[src/rtl/inst_fetch_unit_if.sv]
// Bus bundle for inst_fetch_unit: the instruction-memory request/response
// channel, the decode valid/ready channel, redirect input and fetch counter.
// The master modport is the fetch unit; the slave modport is its environment
// (instruction memory, decode and branch unit).
interface inst_fetch_unit_if #(
    parameter int unsigned ADDR_W = 64,
    parameter int unsigned INST_W = 32
);
    logic              o_imem_valid;
    logic [ADDR_W-1:0] o_imem_addr;
    logic              i_imem_valid;
    logic [INST_W-1:0] i_imem_inst;
    logic              o_inst_valid;
    logic [INST_W-1:0] o_inst;
    logic [ADDR_W-1:0] o_inst_pc;
    logic              i_inst_ready;
    logic              i_redirect;
    logic [ADDR_W-1:0] i_redirect_pc;
    logic [31:0]       o_fetch_cnt;

    modport master (
        output o_imem_valid, o_imem_addr,
        input  i_imem_valid, i_imem_inst,
        output o_inst_valid, o_inst, o_inst_pc,
        input  i_inst_ready, i_redirect, i_redirect_pc,
        output o_fetch_cnt
    );

    modport slave (
        input  o_imem_valid, o_imem_addr,
        output i_imem_valid, i_imem_inst,
        input  o_inst_valid, o_inst, o_inst_pc,
        output i_inst_ready, i_redirect, i_redirect_pc,
        input  o_fetch_cnt
    );
endinterface

[src/rtl/inst_fetch_unit.sv]
// Instruction fetch stage. Holds the PC, issues one single-cycle read request
// at a time to instruction memory, buffers the returned word and offers it to
// decode over valid/ready. A redirect squashes in-flight and buffered fetches.
//
// state | meaning
// ------+-----------------------------------------------------------------
// REQ   | after reset: issue the first request from pc (nothing in flight)
// WAIT  | request issued (o_imem_valid high in the first WAIT cycle),
//       | waiting for the memory response
// HOLD  | instruction buffered and presented to decode until accepted
// DRAIN | a squashed request is in flight; discard its response
//
// Every transition that leaves for a new fetch issues the request in the
// same edge (registered o_imem_valid/o_imem_addr) and lands in WAIT, which
// gives the 3-cycle REQ/WAIT/HOLD cadence with decode always ready. REQ is
// therefore only ever occupied straight out of reset; a redirect there just
// retargets the pending first request since nothing has been issued yet.
module inst_fetch_unit #(
    parameter int unsigned       ADDR_W   = 64,
    parameter int unsigned       INST_W   = 32,
    parameter logic [ADDR_W-1:0] RESET_PC = '0
) (
    input  logic              i_clk,
    input  logic              i_rst_n,
    inst_fetch_unit_if.master bus
);

    localparam logic [1:0] ST_REQ   = 2'd0;
    localparam logic [1:0] ST_WAIT  = 2'd1;
    localparam logic [1:0] ST_HOLD  = 2'd2;
    localparam logic [1:0] ST_DRAIN = 2'd3;

    localparam logic [ADDR_W-1:0] ALIGN_MASK = ~(ADDR_W'(3));
    localparam logic [ADDR_W-1:0] PC_STEP    = ADDR_W'(4);
    localparam logic [ADDR_W-1:0] PC_INIT    = RESET_PC & ALIGN_MASK;

    logic [1:0]        state_q, state_d;
    logic [ADDR_W-1:0] pc_q, pc_d;
    logic              imem_valid_q, imem_valid_d;
    logic [ADDR_W-1:0] imem_addr_q, imem_addr_d;
    logic              inst_valid_q, inst_valid_d;
    logic [INST_W-1:0] inst_q, inst_d;
    logic [ADDR_W-1:0] inst_pc_q, inst_pc_d;
    logic [31:0]       fetch_cnt_q, fetch_cnt_d;

    logic              issue;
    logic [ADDR_W-1:0] issue_pc;
    logic [ADDR_W-1:0] redirect_pc;
    logic              handshake;

    // Next-state logic: redirect first, then the normal fetch sequence;
    // any new request is launched through the common issue path at the end.
    always_comb begin
        state_d      = state_q;
        pc_d         = pc_q;
        imem_valid_d = 1'b0;
        imem_addr_d  = imem_addr_q;
        inst_valid_d = inst_valid_q;
        inst_d       = inst_q;
        inst_pc_d    = inst_pc_q;
        fetch_cnt_d  = fetch_cnt_q;
        issue        = 1'b0;
        issue_pc     = pc_q;
        redirect_pc  = bus.i_redirect_pc & ALIGN_MASK;
        // inst_valid_q is only ever high in HOLD
        handshake    = inst_valid_q & bus.i_inst_ready;

        if (handshake) begin
            fetch_cnt_d = fetch_cnt_q + 32'd1;
        end

        if (bus.i_redirect) begin
            pc_d         = redirect_pc;
            inst_valid_d = 1'b0;
            unique case (state_q)
                ST_REQ: state_d = ST_REQ;
                ST_WAIT: begin
                    if (bus.i_imem_valid) begin
                        issue    = 1'b1;
                        issue_pc = redirect_pc;
                    end else begin
                        state_d = ST_DRAIN;
                    end
                end
                ST_HOLD: begin
                    issue    = 1'b1;
                    issue_pc = redirect_pc;
                end
                ST_DRAIN: begin
                    if (bus.i_imem_valid) begin
                        issue    = 1'b1;
                        issue_pc = redirect_pc;
                    end
                end
                default: state_d = ST_REQ;
            endcase
        end else begin
            unique case (state_q)
                ST_REQ: begin
                    issue    = 1'b1;
                    issue_pc = pc_q;
                end
                ST_WAIT: begin
                    if (bus.i_imem_valid) begin
                        inst_d       = bus.i_imem_inst;
                        inst_pc_d    = pc_q;
                        inst_valid_d = 1'b1;
                        state_d      = ST_HOLD;
                    end
                end
                ST_HOLD: begin
                    if (handshake) begin
                        inst_valid_d = 1'b0;
                        issue        = 1'b1;
                        issue_pc     = pc_q + PC_STEP;
                    end
                end
                ST_DRAIN: begin
                    if (bus.i_imem_valid) begin
                        issue    = 1'b1;
                        issue_pc = pc_q;
                    end
                end
                default: state_d = ST_REQ;
            endcase
        end

        if (issue) begin
            pc_d         = issue_pc;
            imem_valid_d = 1'b1;
            imem_addr_d  = issue_pc;
            state_d      = ST_WAIT;
        end
    end

    // State and output registers, cleared asynchronously by reset.
    always_ff @(posedge i_clk or negedge i_rst_n) begin
        if (!i_rst_n) begin
            state_q      <= ST_REQ;
            pc_q         <= PC_INIT;
            imem_valid_q <= 1'b0;
            imem_addr_q  <= '0;
            inst_valid_q <= 1'b0;
            inst_q       <= '0;
            inst_pc_q    <= '0;
            fetch_cnt_q  <= '0;
        end else begin
            state_q      <= state_d;
            pc_q         <= pc_d;
            imem_valid_q <= imem_valid_d;
            imem_addr_q  <= imem_addr_d;
            inst_valid_q <= inst_valid_d;
            inst_q       <= inst_d;
            inst_pc_q    <= inst_pc_d;
            fetch_cnt_q  <= fetch_cnt_d;
        end
    end

    assign bus.o_imem_valid = imem_valid_q;
    assign bus.o_imem_addr  = imem_addr_q;
    assign bus.o_inst_valid = inst_valid_q;
    assign bus.o_inst       = inst_q;
    assign bus.o_inst_pc    = inst_pc_q;
    assign bus.o_fetch_cnt  = fetch_cnt_q;

endmodule

[src/flat_wrapper.sv]
// flat-port wrapper written by rule: the top's interface ports become plain ports
module inst_fetch_unit_flat 
#(
    parameter int unsigned       ADDR_W   = 64,
    parameter int unsigned       INST_W   = 32,
    parameter logic [ADDR_W-1:0] RESET_PC = '0
)
  (i_clk, i_rst_n, bus_o_imem_valid, bus_o_imem_addr, bus_i_imem_valid, bus_i_imem_inst, bus_o_inst_valid, bus_o_inst, bus_o_inst_pc, bus_i_inst_ready, bus_i_redirect, bus_i_redirect_pc, bus_o_fetch_cnt);
  inst_fetch_unit_if #(.ADDR_W(ADDR_W), .INST_W(INST_W)) bus_i ();
  input  logic i_clk;
  input  logic i_rst_n;
  output wire logic [$bits(bus_i.o_imem_valid)-1:0] bus_o_imem_valid;
  output wire logic [$bits(bus_i.o_imem_addr)-1:0] bus_o_imem_addr;
  input wire logic [$bits(bus_i.i_imem_valid)-1:0] bus_i_imem_valid;
  input wire logic [$bits(bus_i.i_imem_inst)-1:0] bus_i_imem_inst;
  output wire logic [$bits(bus_i.o_inst_valid)-1:0] bus_o_inst_valid;
  output wire logic [$bits(bus_i.o_inst)-1:0] bus_o_inst;
  output wire logic [$bits(bus_i.o_inst_pc)-1:0] bus_o_inst_pc;
  input wire logic [$bits(bus_i.i_inst_ready)-1:0] bus_i_inst_ready;
  input wire logic [$bits(bus_i.i_redirect)-1:0] bus_i_redirect;
  input wire logic [$bits(bus_i.i_redirect_pc)-1:0] bus_i_redirect_pc;
  output wire logic [$bits(bus_i.o_fetch_cnt)-1:0] bus_o_fetch_cnt;
  assign bus_o_imem_valid = bus_i.o_imem_valid;
  assign bus_o_imem_addr = bus_i.o_imem_addr;
  assign bus_i.i_imem_valid = bus_i_imem_valid;
  assign bus_i.i_imem_inst = bus_i_imem_inst;
  assign bus_o_inst_valid = bus_i.o_inst_valid;
  assign bus_o_inst = bus_i.o_inst;
  assign bus_o_inst_pc = bus_i.o_inst_pc;
  assign bus_i.i_inst_ready = bus_i_inst_ready;
  assign bus_i.i_redirect = bus_i_redirect;
  assign bus_i.i_redirect_pc = bus_i_redirect_pc;
  assign bus_o_fetch_cnt = bus_i.o_fetch_cnt;
  inst_fetch_unit #(.ADDR_W(ADDR_W), .INST_W(INST_W), .RESET_PC(RESET_PC)) u_core (.i_clk(i_clk), .i_rst_n(i_rst_n), .bus(bus_i));
endmodule
[config.mk]
export PLATFORM = sky130hd
export DESIGN_NAME = inst_fetch_unit_flat
export DESIGN_NICKNAME = d
export VERILOG_FILES = /design/src/rtl/inst_fetch_unit_if.sv /design/src/rtl/inst_fetch_unit.sv /design/src/flat_wrapper.sv
export SDC_FILE = /design/constraint.sdc
export NUM_CORES = 1
export LEC_CHECK = 0
export ABC_AREA = 1
export BUFFER_PORTS_ARGS = -buffer_cell sky130_fd_sc_hd__clkbuf_2
export CORE_AREA = 4 4 159 161
export CTS_BUF_LIST = sky130_fd_sc_hd__clkbuf_2
export CTS_CLUSTER_DIAMETER = 100
export DETAILED_ROUTE_END_ITERATION = 12
export DIE_AREA = 0 0 163 165
export GPL_TIMING_DRIVEN = 0
export PLACE_DENSITY = 0.82
export SYNTH_ARGS = -nofsm -noshare
export SYNTH_HDL_FRONTEND = slang
export SYNTH_SLANG_ARGS = --single-unit
[constraint.sdc]
create_clock -name i_clk -period 2.1 [get_ports i_clk]
set_input_delay 0.21 -clock i_clk [delete_from_list [all_inputs] [get_ports i_clk]]
set_output_delay 0.21 -clock i_clk [all_outputs]
set_load 0.01 [all_outputs]
Yosys cells after proc, flatten, opt, wreduce, memory -nomap -nowiden
Cells that the tools add are included.

storage, ports and cells
  logic and storage cells = 51
  bits in registers = 260

operators by class
  eq/ne operators = 6
  muxes and demuxes = 23
  bitwise gates (word level) = 2
  add/sub/neg operators = 2
  reductions and logical operators = 10

operators with widths
  operator               count
  $mux 64                6
  $pmux 64 s2            1
  $add 64x3->64 const B  1
  $add 32x1->32 const B  1
  $reduce_bool 3->1      4
  $mux 2                 5
  $mux 1                 7
  $reduce_and 3->1       2
  $eq 2x2->1 const B     2
  $ne 4x3->1 const B     1
  $pmux 1 s2             2
  $pmux 2 s2             1
  $reduce_and 4->1       1
  $ne 3x2->1 const B     1
  $ne 3x3->1 const B     1
  $pmux 1 s3             1
  $eq 2x1->1 const B     1
  $logic_not 2->1        1
  $reduce_bool 2->1      1
  $reduce_or 2->1        1
  $and 1x1->1            1
  $not 1->1              1

Logic depth before layout (Yosys ltp)
  depth in word-level cells = 6
  depth in mapped cells = 13
  depth with buffers taken out = 13

Least setup slack after synthesis
OpenSTA, ideal clock, no wires.

  path kind = register to register
  start point = reg u_core.fetch_cnt_q[0], in the netlist u_core.bus.o_fetch_cnt[0]
  end point = reg u_core.fetch_cnt_q[30], in the netlist u_core.bus.o_fetch_cnt[30]
  path slack = 190 ps
  data required time = 1975 ps
  stages on the path, launching flop included = 10
  arrival time = 1784 ps
  path buffers = 0
  path through = dfrtp_1 ha_1 nand3_1 nor3_1 nand2_1 nor2_1 nand2_1 nor2_1 nand3_1 xnor2_1

between the ends
  word-level cells in the longest chain between the ends = 1

ends and longest elaborated chain
  item                      RTL line                text
  start: declaration        inst_fetch_unit.sv:44   logic [31:0] fetch_cnt_q, fetch_cnt_d;
  start signal: assignment  inst_fetch_unit.sv:155  fetch_cnt_q <= fetch_cnt_d;
  $add 32x1->32             inst_fetch_unit.sv:69   fetch_cnt_d = fetch_cnt_q + 32'd1;

Every way passes these cells.
A chain may end at the register's enable or synchronous reset.

Worst setup path in the final report
  start point = reg u_core.pc_q[3]
  end point = reg u_core.pc_q[58]

between the ends
  word-level cells in the longest chain between the ends = 5

ends and longest elaborated chain
  item                      RTL line                text
  start: declaration        inst_fetch_unit.sv:38   logic [ADDR_W-1:0] pc_q, pc_d;
  start signal: assignment  inst_fetch_unit.sv:149  pc_q <= pc_d;
  $add 64x3->64             inst_fetch_unit.sv:115  issue_pc = pc_q + PC_STEP;
  $mux 64                   inst_fetch_unit.sv:112  if (handshake) begin
  $mux 64                   --
  $mux 64                   inst_fetch_unit.sv:72   if (bus.i_redirect) begin
  $mux 64                   inst_fetch_unit.sv:128  if (issue) begin

Every way passes these cells.

==> run summary <==
PortBufs -> 291
die width -> 163 µm
Cells after Synth -> 1700
share of post-route cells with drive strength above 1 -> 26.1%
relative slew slack -> 41.9%
fin cells -> 2548
Yosys reg bits -> 260
worst r2r path cells -> 9
NumNets Final -> 2287
Worst EP required -> 2.85 ns
HP Class -> input pin to flip-flop
reg2reg start -> u_core.pc_q[3]$_DFFE_PN0P_
DR pass1 iterations -> 6
max-cap violations -> 0
Worst-path clk slew -> 0.10 ns
die area -> 26900 µm²
Clk pwr share -> 16.7%
Area Overhead vs Synth -> 30.8%
final WL -> 53400 µm
global-route wire length before repair -> 80400 µm
Hold Path Sink -> u_core.bus.o_inst[19]$_DFFE_PN0P_
Critical Path Source Type -> flip-flop
Crit Path Class -> flip-flop to flip-flop
Sw Share -> 45.0%
Placement Rows -> 57
Comb power frac -> 41.1%
Core ar. -> 24000 µm²
initial DRC count -> 1870
io pins -> 295
ys flop type -> dfrtp_1
CTS buffer count -> 68
synthesized cell area -> 13400 µm²
fin area -> 17500 µm²
Place WS -> -0.545 ns
min-delay src -> bus_i_imem_inst[19]
peak supply drop -> 0.770 mV
via count -> 14900
DIE HEIGHT -> 165 µm
worst-path fanout max -> 5
wire per inst -> 21.0 µm
Hold Path Stages -> 3
clk sinks -> 260
Synth top area share -> 48.7%
CTS tree -> built
Synth async-reset ratio -> 100%
Placement Cell Area -> 15300 µm²
Setup Viol. Count Final -> 0
Synth Warn # -> 0
largest net degree at the start of global routing -> 115
root buffer selected by CTS -> clkbuf_2
Post-Syn Nets -> 1803
antenna-violating nets left -> 0
Clock Skew -> 0.0636 ns
most common cell after layout, fill and taps aside -> nand2_1
status -> complete, no violations
Post-Syn Area per Cell -> 7.86 µm²
Worst R2R End -> u_core.pc_q[58]$_DFFE_PN0P_
Setup Total Neg Slack -> 0 ns
Post-synth EDFFs -> 0
post-synth top area cell -> dfrtp_1
Tightest Pin Transition -> 0.871 ns
dpl cells -> 2317
effective utilization at floorplan -> 55.8%
commonest cells after routing, fill and taps aside -> 499 x nand2_1, 390 x clkbuf_2, 247 x dfrtp_1, 156 x nor2_1, 143 x o21ai_0
post-synthesis sequential area ratio -> 48.7%
flop-to-flop setup slack -> 0.002 ns
internal power -> 11.6 mW
H-tree depth -> 3
fmax -> 477 MHz
leak pwr -> 8.75 nW
sequential share of power -> 42.2%
Overall Global Routing Usage -> 38.6%
Area contributors post-synth -> dfrtp_1 49%, nand2_1 14%, o21ai_0 5.5%
CP Capture Type -> flip-flop
Final Wtd Congestion -> 1.02
final hold viol count -> 0
hpwl dp -> 37500 µm
CTS Buffer Depth -> 3
total global routing overflow -> 0
pwr/cell area -> 1210 nW/µm²
initial antenna violation count -> 2
distinct cell type count after synthesis -> 37
post-route clock period utilization -> 99.9%
# DRC -> 0
Skew-Pair Late Insertion Delay -> 0.88 ns
Final Max Tran Viols -> 0
WP data arrival -> 2.85 ns
setup ws final -> 0.00217 ns
vias in the first global route -> 14700
Final min period -> 2.10 ns
vias per cell -> 5.85
Psw -> 9.50 mW
critical path, cell delays in order (launching register included):
cell	delay, ns
dfrtp_2	0.44
ha_4	0.16
nand3_2	0.15
inv_2	0.11
nand2_1	0.08
nor3_1	0.54
nand3_1	0.13
nand2_1	0.09
nand3_1	0.10
a21oi_1	0.18
logic make-up after synthesis:
| family | count (synthesis) | synth area share, % |
|---|---|---|
| adder cells (fa/ha/maj) | 2 | 0.187 |
| buffers and inverters | 196 | 5.89 |
| multiplexers | 36 | 3.03 |
| flip-flops | 260 | 48.7 |
| AO/OA/AOI/OAI | 286 | 12.4 |
| XOR/XNOR | 34 | 2.23 |
| AND/OR/NAND/NOR | 886 | 27.6 |
metal layers:
metal  track usage [%]  wire [µm]  vias up  share of wire (%)
met2              62.8      24800      986                 47
met4              19.1       2630        0                4.9
li1                  -          -     6619                  -
met3              10.7       6150      196                 12
met1              47.7      19800     7111                 37
met5                 0          0        -                  0
metrics by stage:
step                utilization [%]  total power [mW]  hold WS (ns)
floorplan                         -              13.0       -0.0856
global placement               63.5              16.4         0.443
detailed placement             63.8              16.7         0.240
CTS                            71.2              20.4       0.00591
global route                   72.9              22.4        0.0748
finish                         72.9              21.1         0.132
layout make-up:
| type | count | area [µm²] |
|---|---|---|
| flip-flops and latches | 260 | 6520 |
| diodes | 2 | 5.00 |
| plain buffers | 68 | 349 |
| well taps | 324 | 405 |
| clock inverters | 20 | 138 |
| fillers | 1884 | 6490 |
| inverters | 124 | 465 |
| multi-input cells | 1244 | 6380 |
| clock buffers | 88 | 440 |
| repair buffers | 418 | 2760 |
worst max-delay path by stage:
| stage | from | endpoint | slack [ns] |
|---|---|---|---|
| after floorplan | u_core.bus.o_fetch_cnt[0]$_DFFE_PN0P_ | u_core.bus.o_fetch_cnt[30]$_DFFE_PN0P_ | 0.19 |
| after global placement | i_rst_n | u_core.bus.o_imem_addr[48]$_DFFE_PN0P_ | -4.39 |
| after detailed placement | u_core.bus.o_inst_valid$_DFFE_PN0P_ | u_core.bus.o_imem_addr[46]$_DFFE_PN0P_ | -0.55 |
| after CTS | u_core.bus.o_inst_valid$_DFFE_PN0P_ | u_core.pc_q[32]$_DFFE_PN0P_ | 0.001 |
| after global routing | u_core.state_q[0]$_DFFE_PN0P_ | u_core.pc_q[5]$_DFFE_PN0P_ | -0.04 |
| final | u_core.pc_q[3]$_DFFE_PN0P_ | u_core.pc_q[58]$_DFFE_PN0P_ | 0.002 |
synthesized netlist by cell type, drive strengths merged (29+ instances only):
cell / instances
nand2: 511
dfrtp: 260
nor2: 198
o21ai: 150
inv: 123
nand3: 114
a22oi: 43
clkbuf: 43
a21oi: 39
mux2: 36
nand4: 32
buf: 29
o211ai: 29
state kept, by name (all words and copies together) (netlist names):
signal,count
u_core.bus.o_inst_valid,1
u_core.pc_q,64
u_core.bus.o_imem_addr,64
u_core.bus.o_inst_pc,64
u_core.bus.o_inst,32
u_core.state_q,2
u_core.bus.o_fetch_cnt,32
u_core.bus.o_imem_valid,1
power groups by stage:
stage,Clock [mW],Combinational (mW),Sequential [mW]
floorplan,0,3.90,9.10
finish,3.52,8.67,8.92
detailed placement,0,7.91,8.80
global route,3.82,9.47,9.11
CTS,3.53,8.18,8.73
global placement,0,7.69,8.73
timing repair:
action | CTS | global route
hold endpoints to repair | 426 | 1
setup buffers | 9 | 16
setup endpoints to repair | 179 | 156
pin swaps | 4 | 11
resized for setup | 42 | 96
gates cloned | 0 | 1
hold buffers | 98 | 1
Power figures use the tool's default switching activity.
